$ cat src/rtl/clk_div_monitor.sv
// Divided-clock monitor: measures div_clk_in period in clk cycles, tracks lock, raises sticky errors.
// Optional duty-cycle check enabled by defining CLKMON_DUTY_CHECK_EN.
module clk_div_monitor #(
   parameter int CNT_W      = 16,
   parameter int EXP_PERIOD = 10,
   parameter int TOL        = 1,
   parameter int LOCK_CNT   = 4,
   parameter int LOSS_LIMIT = 64
) (
   input  logic             clk,
   input  logic             rst,
   input  logic             en,
   input  logic             div_clk_in,
   input  logic             clr_err,
   output logic [CNT_W-1:0] period,
   output logic             period_valid,
   output logic [CNT_W-1:0] high_time,
   output logic             lock,
   output logic             err_period,
   output logic             err_loss,
   output logic             err_duty
);

   localparam int GW = $clog2(LOCK_CNT + 1);

   typedef enum logic [1:0] {IDLE, ACQ, MEAS, LOCKED} state_t;

   state_t           state, state_nxt;
   logic [CNT_W-1:0] cnt, cnt_nxt;
   logic [GW-1:0]    good_cnt, good_nxt;
   logic [CNT_W-1:0] period_nxt;
   logic             pv_nxt, lock_nxt;
   logic             set_period, set_loss;
   logic             s1, s2, rise, good;

   assign rise = s1 & ~s2;
   assign good = (cnt >= CNT_W'(EXP_PERIOD - TOL)) && (cnt <= CNT_W'(EXP_PERIOD + TOL));

   always_comb begin
      state_nxt  = state;
      cnt_nxt    = (state != IDLE && cnt != '1) ? cnt + CNT_W'(1) : cnt;
      good_nxt   = good_cnt;
      period_nxt = period;
      pv_nxt     = 1'b0;
      lock_nxt   = lock;
      set_period = 1'b0;
      set_loss   = 1'b0;
      if (!en) begin
         state_nxt = IDLE;
         cnt_nxt   = '0;
         lock_nxt  = 1'b0;
         good_nxt  = '0;
      end else if (state == IDLE) begin
         state_nxt = ACQ;
      end else if (rise) begin
         cnt_nxt = CNT_W'(1);
         if (state == ACQ) begin
            state_nxt = MEAS;
         end else begin
            period_nxt = cnt;
            pv_nxt     = 1'b1;
            if (good) begin
               if (state == MEAS) begin
                  if (good_cnt == GW'(LOCK_CNT - 1)) begin
                     good_nxt  = GW'(LOCK_CNT);
                     state_nxt = LOCKED;
                     lock_nxt  = 1'b1;
                  end else begin
                     good_nxt = good_cnt + GW'(1);
                  end
               end
            end else begin
               set_period = 1'b1;
               good_nxt   = '0;
               lock_nxt   = 1'b0;
               state_nxt  = MEAS;
            end
         end
      end else if (cnt == CNT_W'(LOSS_LIMIT)) begin
         set_loss  = 1'b1;
         lock_nxt  = 1'b0;
         good_nxt  = '0;
         cnt_nxt   = '0;
         state_nxt = ACQ;
      end
   end

   always_ff @(posedge clk) begin
      if (rst) begin
         state        <= IDLE;
         cnt          <= '0;
         good_cnt     <= '0;
         s1           <= 1'b0;
         s2           <= 1'b0;
         period       <= '0;
         period_valid <= 1'b0;
         lock         <= 1'b0;
         err_period   <= 1'b0;
         err_loss     <= 1'b0;
      end else begin
         state        <= state_nxt;
         cnt          <= cnt_nxt;
         good_cnt     <= good_nxt;
         s1           <= div_clk_in;
         s2           <= s1;
         period       <= period_nxt;
         period_valid <= pv_nxt;
         lock         <= lock_nxt;
         // a new error outranks a simultaneous clear
         err_period   <= (err_period & ~clr_err) | set_period;
         err_loss     <= (err_loss & ~clr_err) | set_loss;
      end
   end

`ifdef CLKMON_DUTY_CHECK_EN
   logic [CNT_W-1:0] hcnt;
   logic [CNT_W:0]   two_high, duty_diff;
   logic             fall, duty_hit;

   assign fall = ~s1 & s2;

   always_comb begin
      two_high  = {high_time, 1'b0};
      duty_diff = (two_high >= {1'b0, cnt}) ? two_high - {1'b0, cnt} : {1'b0, cnt} - two_high;
      duty_hit  = en && rise && (state == MEAS || state == LOCKED) &&
                  (duty_diff > (CNT_W+1)'(2 * TOL));
   end

   // hcnt restarts at 1 on the rise cycle so high_time counts the same way as period
   always_ff @(posedge clk) begin
      if (rst) begin
         hcnt      <= '0;
         high_time <= '0;
         err_duty  <= 1'b0;
      end else begin
         if (rise)
            hcnt <= CNT_W'(1);
         else if (hcnt != '1)
            hcnt <= hcnt + CNT_W'(1);
         if (fall)
            high_time <= hcnt;
         err_duty <= (err_duty & ~clr_err) | duty_hit;
      end
   end
`else
   assign high_time = '0;
   assign err_duty  = 1'b0;
`endif

endmodule

$ cat config.mk
export PLATFORM = sky130hd
export DESIGN_NAME = clk_div_monitor
export DESIGN_NICKNAME = d
export VERILOG_FILES = /design/src/rtl/clk_div_monitor.sv
export SDC_FILE = /design/constraint.sdc
export NUM_CORES = 1
export LEC_CHECK = 0
export ABC_AREA = 1
export CAP_MARGIN = 20
export CORE_MARGIN = 5
export CORE_UTILIZATION = 53
export CTS_CLUSTER_SIZE = 24
export DETAILED_ROUTE_END_ITERATION = 16
export PLACE_DENSITY_LB_ADDON = 0.1
export SLEW_MARGIN = 0
export SYNTH_ARGS = -nofsm -noshare
export SYNTH_HDL_FRONTEND = slang
export SYNTH_SLANG_ARGS = --single-unit
$ cat constraint.sdc
create_clock -name clk -period 3.1 [get_ports clk]
set_input_delay 0.31 -clock clk [delete_from_list [all_inputs] [get_ports clk]]
set_output_delay 0.31 -clock clk [all_outputs]
set_load 0.005 [all_outputs]
==> impl_metrics.yaml <==
status:
  outcome: "complete, no violations"
timing:
  timing.clock.skew_ps: 2.76
  max_freq_ghz: 0.521
  grt_setup_unrepaired: "false"
  total_negative_slack_ps: 0
  period_needed_ps: 1920
  worstMarginPinSlew_ps: 832
  report.final.setup_viol: 0
  fin_ws_ps: 1180
  hold_violations: 0
  drv_slew: 0
  portion_of_the_clock_cycle_consumed_by_the_worst_path_in_the_final_layout_pct: 62.0
  relSlewSlack_pct: 44.5
clock_network:
  post_cts.repair.setup_buffers: 0
  clk_root_buffer_cell: "clkbuf_8"
  clock_tree_from_tritoncts: "yes"
  cts_resized: 0
  post_cts_hold_buffer_count: 0
  clock_latency_ps: 300
  cts_buffers: 5
  cts.path.max_buffers: 2
  cts-htree-levels: 2
  cts.clk_slew.worst_paths_ps: 80
  tritoncts_num_sinks: 43
final_layout:
  layout-area-overhead-vs-synth_pct: 13.1
  post_route_cells_drive_above_1_share_pct: 11.4
  final-seq-area_um2: 861
  final.fill_count: 428
  combined_area_of_the_multi_input_logic_cells_um2: 1270
  antenna-diode-count: 0
  final_cells: 404
  nNetsFinal: 365
  fin_util_pct: 62.2
floorplan:
  floorplan.die.width_um: 77.5
  initial_utilization_pct: 55.1
  num_rows: 24
  die_area_um2: 6000
  floorplan.io_pins: 42
  die_h_um: 77.5
  floorplan.core_area_um2: 4380
yosys:
  async_reset_ff_share_pct: 0
  synth.avg_cell_area_um2: 7.34
  syn_area_um2: 2410
  synth_top_cells_by_area: "dfxtp_1, nor2_1, nand2_1, buf_4, inv_1"
  yosysMostFrequentCell: "nor2_1"
  synth_top_area_cell: "dfxtp_1"
  ys_ff_latch: 43
  netlist_top_cells_count: "nor2_1, nand2_1, dfxtp_1, inv_1, nand3_1"
  yosys.area.top_type_share_pct: 35.7
  yosysSeqAreaShare_pct: 35.7
  synth_edf_count: 0
  synth.lib_cells_used.distinct: 31
  yosysWarningCount: 0
  synth_cells: 329
  synth_flop_cell: "dfxtp_1"
route:
  detail_route.drc_violations: 0
  detail_route.first_pass.iterations: 5
  drt.antenna.violating_nets: 0
  vias_per_cell: 5.09
  detailroute.via_count: 2056
  total_detailed_routing_wirelength_um: 5060
  route.detailed.wl_per_inst_um: 12.5
  drt_first_iter_violations: 95
place:
  detailedPlace.worstSlack_ps: 1200
  place.port_buffers: 24
  place.detailed.instances: 396
  hpwlAfterDp_um: 3850
  final_weighted_congestion_of_routability_driven_global_placement: 0.901
power:
  swShare_pct: 22.6
  pwr_density_cell_nw_per_um2: 434
  clock_power_share_pct: 43.7
  intPower_mw: 0.917
  static-leakage-power_nw: 1.04
  power.ir.vdd_worst_uv: 283
  share_seq_of_total_power_pct: 48.1
  share_comb_of_total_power_pct: 8.2
  switchingPower_mw: 0.268
min_path:
  timing.hold.worst.class: "flop to flop"
flow_run:
  max_cap_viol_count: 0
grt:
  global_route.usage.total_pct: 17.2
  first_global_vias: 1837
  wire_length_of_the_first_global_routing_pass_um: 8580
  grt_max_degree: 31
  grt.overflow.total: 0
  antenna_found_initial: 0
worst_setup_path:
  worst_ep_required_time_ps: 3280
  timing.critical_path.to_type: "flop"
  arrival_ps: 2100
  crit_type: "flop to flop"
  cp-start-kind: "flop"
  crit_fanout: 18
==> power groups by stage <==
| stage | clock (mW) | combinational, mW | sequential [mW] |
|---|---|---|---|
| after floorplan | 0 | 0.0907 | 0.580 |
| after global placement | 0 | 0.0954 | 0.583 |
| after detailed placement | 0 | 0.0962 | 0.583 |
| after CTS | 0.529 | 0.0967 | 0.570 |
| after global routing | 0.561 | 0.110 | 0.572 |
| final | 0.518 | 0.0968 | 0.570 |
==> layer usage <==
| layer | routed length (µm) | global-route usage (%) |
|---|---|---|
| met2 | 2120 | 25.8 |
| met5 | 0 | 0 |
| met3 | 349 | 3.70 |
| met1 | 2490 | 24.6 |
| met4 | 99 | 5.67 |
==> registers in the layout, indices dropped and copies added, names as in the netlist <==
register / cells
state: 2
s1: 1
err_loss: 1
lock: 1
good_cnt: 3
period_valid: 1
s2: 1
cnt: 16
err_period: 1
period: 16
==> final timing paths <==
path         cells past startpoint      to    from  slack (ps)
max reg2reg                      9  cnt[8]  cnt[0]        1180
min reg2reg                      2      s2      s1         450
max                              9  cnt[8]  cnt[0]        1180
min                              2      s2      s1         450
==> critical path: stages (launching register included) <==
cell	delay, ps
dfxtp_1	350
ha_1	220
inv_1	110
nor2_2	60
nand2_2	80
nor2_4	40
a21oi_2	640
nand3_1	140
nand2_1	120
nor2_1	40
==> placed cells by master, fill, tap and decap left out, types with 2 or more instances in the layout <==
cell type and count:
nor2_1 56, nor2_4 2, inv_2 2, dfxtp_1 43, nor3_2 4, nand4_1 8
inv_1 35, nand2_1 49, nand3_1 21, a211oi_1 12, xor2_1 5, nand2_2 10
ha_1 9, a211oi_2 4, buf_4 3, o21a_1 2, conb_1 17, nor2_2 6
o21ai_0 7, nor3_1 4, clkbuf_8 5, clkdlybuf4s50_1 24, o21ai_1 2, a21oi_1 13
bufinv_16 2
==> stage by stage <==
step	hold slack (ps)	total power [mW]	instance area, µm²
2_1_floorplan	417	0.671	2470
3_3_place_gp	441	0.678	2600
3_5_place_dp	447	0.679	2600
4_1_cts	460	1.20	2730
5_1_grt	481	1.24	2730
6_report	452	1.18	2730
==> kinds of logic after synthesis <==
kind of cell | count (synthesis) | share of synthesized area [%]
other | 1 | 0.155
buffers and inverters | 65 | 14.4
DFF | 43 | 35.7
xor gates and xnor gates | 6 | 2.18
adders and majority gates | 9 | 4.67
AOI/OAI and AO/OA | 44 | 12.2
and+or+nand+nor | 161 | 30.7
==> cell type report <==
cell class                 instances  area share, %
tap                               52           2.38
inverter                          37           5.09
multi-input combinational        237           46.5
timing repair buffer              27           9.63
clock buffer                       6           2.66
clock inverter                     2           2.20
sequential                        43           31.5
(Power assumes the default switching activity.)
